### config.mk
export PLATFORM = sky130hd
export DESIGN_NAME = step_counter_gen
export DESIGN_NICKNAME = d
export VERILOG_FILES = /design/src/rtl/step_counter_gen.sv
export SDC_FILE = /design/constraint.sdc
export NUM_CORES = 1
export LEC_CHECK = 0
export CELL_PAD_IN_SITES_DETAIL_PLACEMENT = 2
export CELL_PAD_IN_SITES_GLOBAL_PLACEMENT = 2
export CORE_MARGIN = 1
export CORE_UTILIZATION = 29
export CTS_BUF_LIST = sky130_fd_sc_hd__clkbuf_4 sky130_fd_sc_hd__clkbuf_8
export DETAILED_ROUTE_END_ITERATION = 12
export GPL_TIMING_DRIVEN = 1
export PLACE_DENSITY_LB_ADDON = 0.12
export SLEW_MARGIN = 15
export SYNTH_ARGS = -nofsm -noshare
export SYNTH_HDL_FRONTEND = slang
export SYNTH_SLANG_ARGS = --single-unit
### constraint.sdc
create_clock -name clk -period 3.4 [get_ports clk]
set_input_delay 0.68 -clock clk [delete_from_list [all_inputs] [get_ports clk]]
set_output_delay 0.68 -clock clk [all_outputs]
set_load 0.005 [all_outputs]
### src/rtl/step_counter_gen.sv
// ============================================================================
// step_counter_gen
// ----------------------------------------------------------------------------
// Parametrised multi-step up/down counter with terminal-count pulse and a
// sticky overflow flag. Replaces the older fixed 4-bit +3/+1 step counter.
//
// Parameters:
//   WIDTH     - counter and data width in bits (2..16)
//   LIMIT     - highest legal count value (1..2^WIDTH-1)
//   STEP_A    - increment for mode 00 (1..LIMIT)
//   STEP_B    - increment for mode 01, decrement for mode 10 (1..LIMIT)
//   WRAP_MODE - 0: clear-on-wrap, 1: modulo (LIMIT+1) wrap
//
// Ports:
//   clk      in   posedge clock
//   reset    in   asynchronous active-low reset
//   load     in   parallel load strobe (highest priority after reset)
//   count_en in   count enable
//   c        in   mode: 00 +STEP_A, 01 +STEP_B, 10 -STEP_B, 11 hold
//   data_in  in   parallel load value (saturated to LIMIT)
//   clr_ovf  in   synchronous clear of the ovf flag
//   count    out  registered count value
//   tc       out  registered one-cycle terminal-count pulse
//   ovf      out  registered sticky wrap flag
// ============================================================================
module step_counter_gen #(
    parameter int WIDTH     = 8,
    parameter int LIMIT     = 254,
    parameter int STEP_A    = 3,
    parameter int STEP_B    = 1,
    parameter int WRAP_MODE = 0
) (
    input  logic             clk,
    input  logic             reset,
    input  logic             load,
    input  logic             count_en,
    input  logic [1:0]       c,
    input  logic [WIDTH-1:0] data_in,
    input  logic             clr_ovf,
    output logic [WIDTH-1:0] count,
    output logic             tc,
    output logic             ovf
);

    // Elaboration-time parameter checks: an illegal configuration must not
    // build silently.
    if (WIDTH < 2 || WIDTH > 16) begin : g_badWidth
        $error("step_counter_gen: WIDTH must be in 2..16");
    end
    if (LIMIT < 1 || LIMIT > ((1 << WIDTH) - 1)) begin : g_badLimit
        $error("step_counter_gen: LIMIT must be in 1..2^WIDTH-1");
    end
    if (STEP_A < 1 || STEP_A > LIMIT) begin : g_badStepA
        $error("step_counter_gen: STEP_A must be in 1..LIMIT");
    end
    if (STEP_B < 1 || STEP_B > LIMIT) begin : g_badStepB
        $error("step_counter_gen: STEP_B must be in 1..LIMIT");
    end
    if (WRAP_MODE != 0 && WRAP_MODE != 1) begin : g_badWrap
        $error("step_counter_gen: WRAP_MODE must be 0 or 1");
    end

    typedef enum logic [1:0] {
        MODE_UP_A   = 2'b00,
        MODE_UP_B   = 2'b01,
        MODE_DOWN_B = 2'b10,
        MODE_HOLD   = 2'b11
    } mode_t;

    // Arithmetic is done one bit wider than the counter so that the limit
    // check sees the true sum and never a truncated value.
    localparam logic [WIDTH:0]   LIMIT_W   = (WIDTH+1)'(LIMIT);
    localparam logic [WIDTH:0]   MODULUS_W = (WIDTH+1)'(LIMIT + 1);
    localparam logic [WIDTH:0]   STEP_A_W  = (WIDTH+1)'(STEP_A);
    localparam logic [WIDTH:0]   STEP_B_W  = (WIDTH+1)'(STEP_B);
    localparam logic [WIDTH-1:0] LIMIT_N   = WIDTH'(LIMIT);

    logic [WIDTH-1:0] r_count;
    logic             r_tc;
    logic             r_ovf;

    mode_t            w_mode;
    logic [WIDTH:0]   w_cur;
    logic [WIDTH:0]   w_upSum;
    logic [WIDTH-1:0] w_nextCount;
    logic             w_nextTc;
    logic             w_nextOvf;

    assign w_mode  = mode_t'(c);
    assign w_cur   = {1'b0, r_count};
    assign w_upSum = w_cur + ((w_mode == MODE_UP_A) ? STEP_A_W : STEP_B_W);

    // Next-state selection: load beats counting, counting beats idle. Any
    // branch that does not wrap drives tc low so the pulse lasts one cycle.
    always_comb begin
        w_nextCount = r_count;
        w_nextTc    = 1'b0;
        if (load) begin
            w_nextCount = ({1'b0, data_in} > LIMIT_W) ? LIMIT_N : data_in;
        end else if (count_en) begin
            unique case (w_mode)
                MODE_UP_A, MODE_UP_B: begin
                    if (w_upSum <= LIMIT_W) begin
                        w_nextCount = WIDTH'(w_upSum);
                    end else begin
                        w_nextTc    = 1'b1;
                        w_nextCount = (WRAP_MODE == 1) ? WIDTH'(w_upSum - MODULUS_W)
                                                       : '0;
                    end
                end
                MODE_DOWN_B: begin
                    if (w_cur >= STEP_B_W) begin
                        w_nextCount = WIDTH'(w_cur - STEP_B_W);
                    end else begin
                        w_nextTc    = 1'b1;
                        w_nextCount = (WRAP_MODE == 1) ? WIDTH'(w_cur + MODULUS_W - STEP_B_W)
                                                       : LIMIT_N;
                    end
                end
                default: begin
                    w_nextCount = r_count;
                end
            endcase
        end
    end

    // A wrap on the same edge as clr_ovf keeps the flag set.
    assign w_nextOvf = w_nextTc | (r_ovf & ~clr_ovf);

    always_ff @(posedge clk or negedge reset) begin
        if (!reset) begin
            r_count <= '0;
            r_tc    <= 1'b0;
            r_ovf   <= 1'b0;
        end else begin
            r_count <= w_nextCount;
            r_tc    <= w_nextTc;
            r_ovf   <= w_nextOvf;
        end
    end

    assign count = r_count;
    assign tc    = r_tc;
    assign ovf   = r_ovf;

endmodule
# After elaboration in Yosys (flattened, before gate mapping)
# Cells that the tools add are included.
[classes] n_addsub=2 n_eq_ne=2 mux=12 div_mod_pow=0 magnitude_cmp=3 shift=0 mul=0 reduce_logical=5 bitwise_logic=3
[op_table] cell="$mux W8" count=5
[op_table] cell="$pmux W8 S2" count=1
[op_table] cell="$add A8 B2 Y9" count=1
[op_table] cell="$le A9 B8 Y1 const B" count=1
[op_table] cell="$ge A8 B1 Y1 const B" count=1
[op_table] cell="$gt A8 B8 Y1 const B" count=1
[op_table] cell="$sub A8 B1 Y8 const B" count=1
[op_table] cell="$mux W1" count=4
[op_table] cell="$reduce_bool A3 Y1" count=1
[op_table] cell="$eq A2 B1 Y1 const B" count=1
[op_table] cell="$eq A2 B2 Y1 const B" count=1
[op_table] cell="$logic_not A2 Y1" count=1
[op_table] cell="$mux W2" count=1
[op_table] cell="$pmux W1 S2" count=1
[op_table] cell="$reduce_and A2 Y1" count=1
[op_table] cell="$reduce_bool A2 Y1" count=1
[op_table] cell="$reduce_or A2 Y1" count=1
[op_table] cell="$and A1 B1 Y1" count=1
[op_table] cell="$not A1 Y1" count=1
[op_table] cell="$or A1 B1 Y1" count=1
[word_totals] mem_count=0 romBits=0 reg_bits=10 latch_bits=0 ram_bits=0 out_inout_bits=10 in_bits=15

# Longest topological paths before layout
[depth] word_depth=9 depth_mapped=9 depth_no_buf=9

# Worst setup path before layout
# OpenSTA, ideal clock, no wires.
[synth_timing] path_type="input port to flip-flop" startpoint="input port c[1]" endpoint="register r_count[2], in the netlist count[2]" setup_time_ps=126 path_slack_ps=827 arrival_ps=2448 path_stages=7 path_cell_list="nor2_1 > fa_1 > nor2b_1 > or4b_1 > a31oi_1 > nor2_1 > a221o_1"
[synth_between] elab_chain_len=8 word_cells_on_any_way=13 classes_between="add/sub (1); order compare (1); eq/ne (2); mux (5); reduce/logical (4)"
[synth_rtl] element="start: declaration" line_no="37" text="input logic [1:0] c,"
[synth_rtl] element="$logic_not A2 Y1" line_no="91, 101"
[synth_rtl] element="$mux W2" line_no="91" text="assign w_upSum = w_cur + ((w_mode == MODE_UP_A) ? STEP_A_W : STEP_B_W);"
[synth_rtl] element="$add A8 B2 Y9" line_no="91"
[synth_rtl] element="$le A9 B8 Y1" line_no="103" text="if (w_upSum <= LIMIT_W) begin"
[synth_rtl] element="$mux W8" line_no="103"
[synth_rtl] element="$pmux W8 S2" line_no="101" text="unique case (w_mode)"
[synth_rtl] element="$mux W8" line_no="100" text="end else if (count_en) begin"
[synth_rtl] element="$mux W8" line_no="98" text="if (load) begin"
[synth_rtl] element="end signal: assignment" line_no="136" text="r_count <= w_nextCount;"
[synth_rtl] element="end: declaration" line_no="78" text="logic [WIDTH-1:0] r_count;"
# Parallel ways exist; a longest one is shown, timed or not. The select of a mux whose other input is x is not followed.
# A chain may end at the register's enable or synchronous reset.

# Worst setup path in the final report
[layout_timing] startpoint="input port c[0]" endpoint="register r_count[2], in the netlist count[2]"
# The elaborated chain is that of the path after synthesis.

==> results.cfg <==
[finish]
layout.cells.non_filler = 205
diodes = 0
nNetsFinal = 180
multi_input_area_um2 = 728
drive_gt1_share_pct = 11.3
nFillCells = 379
syn2layout_area_growth_pct = 33.1
seq_area_um2 = 250

[logic_synthesis]
synth.distinct_cells = 49
post-synth-top-area-fraction_pct = 23.9
synth.yosys.seq_area_share_pct = 23.9
synth.avg_cell_area_um2 = 7.82
ys.flop_type = dfrtp_1
ys_seq_elements = 10
synthCells = 134
syn_nets = 154
syn_area_um2 = 1050
synthTopCellsByArea = dfrtp_1, o21ai_0, ha_1
synthArstFlopShare_pct = 100
synth-edff-count = 0
yosys_warnings = 0
synth_top_cell_by_area = dfrtp_1

[global_routing]
globalRoute.totalOverflow = 0
grt_usage_pct = 23.2
grt_pass1_vias = 1295
grt_pass1_wl_um = 6890
grt_max_degree = 16
antenna_found_initial = 0

[place]
gp_congestion = 0.810
numPortBuffers = 24
hpwl_um = 3120
dp_cells = 201
place_ws_ps = 161

[sta]
setup_violations = 0
maxSlewViolCount = 0
hold_violations = 0
whs_ps = 516
fin_crit_sh_pct = 88.2
finalWorstSetupSlack_ps = 402
period_minus_slack_ps = 3000
fin_skew_ps = 3.24
timing.fmax_mhz = 334
relSlewSlack_pct = 59.6
rsz0062_at_grt = false
max_slew.worst_pin.slew_ps = 604
final.setup.tns_ps = 0

[die]
initial_core_util_pct = 30.9
die_y_um = 62.1
rows = 21
die_w_um = 62.1
core_area_um2 = 3390
dieArea_um2 = 3860
ios = 25

[detailed_routing]
drt_iter0_drc = 25
dr.pass1.iters = 4
ant_nets = 0
drc = 0
post_drt_wl_per_cell_um = 20.7
vias = 1236
via_per_inst = 6.03
wl_um = 4250

[job]
cap_viol_max_count = 0

[worst_setup_path]
r2r-end = count[2]$_DFFE_PN0P_
crit_required_ps = 3560
critPathKind = primary input to flip-flop
cp.arrival_ps = 3160
crit_path_max_fanout = 4
crit_path_start_kind = primary input
crit_path_end_kind = flip-flop
r2r-start = count[0]$_DFFE_PN0P_
r2r_cells = 6
ff2ff_setup_slack_ps = 820

[clock_tree]
cts_tree = done
clk_latency_ps = 270
post_cts_buffers = 0
h-tree-depth = 1
root_buffer = clkbuf_4
clock_sinks = 10
cts-resized-gates = 0
clockBufferDepth = 2
numCtsBuffers = 3
postCtsHoldBufs = 0
clkSlewWorstSetupHoldPaths_ps = 80

[pwr]
power.density_nw_per_um2 = 381
finalPower_uw = 531
p_leak_nw = 0.553
peakVddDrop_mv = 0.129

[hold_path]
hold_path.class = flip-flop to flip-flop
hold_depth = 1
whs_endpoint = ovf$_DFF_PN0_
min_from = ovf$_DFF_PN0_

[status]
status = completed
## state kept, by name (all words and copies together) (netlist names)
register	cells
count	8
tc	1
ovf	1
## cells in the mapped netlist, drive strengths merged (2+ instances only)
| cell type | count |
|---|---|
| o21ai | 15 |
| dfrtp | 10 |
| inv | 8 |
| nand3 | 8 |
| nor2 | 8 |
| nand2 | 7 |
| a21oi | 6 |
| clkbuf | 6 |
| buf | 4 |
| ha | 4 |
| nand4 | 4 |
| nor3 | 4 |
| nor4 | 4 |
| a31oi | 3 |
| nand2b | 3 |
| o211ai | 3 |
| or3 | 3 |
| a221oi | 2 |
| and3 | 2 |
| nor2b | 2 |
| o21bai | 2 |
| o221a | 2 |
| o31ai | 2 |
| xor2 | 2 |
## worst max-delay path by stage
stage,startpoint,endpoint,slack (ps),cells past startpoint
finish,c[0],count[2]$_DFFE_PN0P_,400,10
global route,c[0],count[2]$_DFFE_PN0P_,230,10
CTS,c[0],count[2]$_DFFE_PN0P_,380,10
detailed placement,c[0],count[0]$_DFFE_PN0P_,160,10
global placement,c[0],count[0]$_DFFE_PN0P_,250,8
floorplan,c[1],count[2]$_DFFE_PN0P_,830,7
## area by class of cell
type                            instances  area share (%)
Multi-Input combinational cell        106            52.2
Timing Repair Buffer                   31            21.0
Sequential cell                        10            17.9
Tap cell                               46            4.13
Clock buffer                            4            2.60
Inverter                                8            2.15
## power breakdown
group / switching (mW) / internal, mW / leakage (nW)
Combinational: 0.120 / 0.116 / 0.412
Sequential: 0.0487 / 0.133 / 0.120
Clock: 0.0483 / 0.0651 / 0.0210
Total: 0.217 / 0.315 / 0.553
## kinds of logic after synthesis
logic type,after synthesis,synth area share [%]
and+or+nand+nor,51,28.9
AOI/OAI and AO/OA,47,31.4
DFF,10,23.9
xor gates and xnor gates,3,2.51
buffers and inverters,18,6.68
adders and majority gates,5,6.68
## through the flow
stage / area, um^2 / util [%]
floorplan: 1050 / -
global placement: 1360 / 40.1
detailed placement: 1360 / 40.1
CTS: 1400 / 41.2
global route: 1400 / 41.2
finish: 1400 / 41.2
## layer usage
layer  track usage, %  part of all wire (%)
met5                0                     0
met4             7.56                   1.1
met3             2.94                   3.4
met2             39.7                    50
met1             29.9                    45
## cells in the final DEF (no fill, tap or decap), types with 2 or more instances in the layout
cell type	netlist	final
clkdlybuf4s50_1	0	24
o21ai_0	15	15
dfrtp_1	10	10
inv_1	8	8
nor2_1	8	8
nand3_1	8	8
nand2_1	7	7
buf_4	0	7
a21oi_1	5	5
nand4_1	4	4
nor4_1	4	4
ha_1	4	4
o211ai_1	3	3
nand2b_1	3	3
or3_1	3	3
nor3_1	3	3
a31oi_1	3	3
clkbuf_4	0	3
nor2b_1	2	2
and3_1	2	2
xor2_1	2	2
o31ai_1	2	2
a221oi_1	2	2
## critical path: stages
cell,delay (ps)
clkdlybuf4s50_1,520
nor2_1,90
ha_1,320
inv_1,60
ha_1,180
nor2b_1,140
or4b_1,490
a31oi_1,280
nor2_1,90
a221o_1,310
Power figures use the tool's default switching activity.
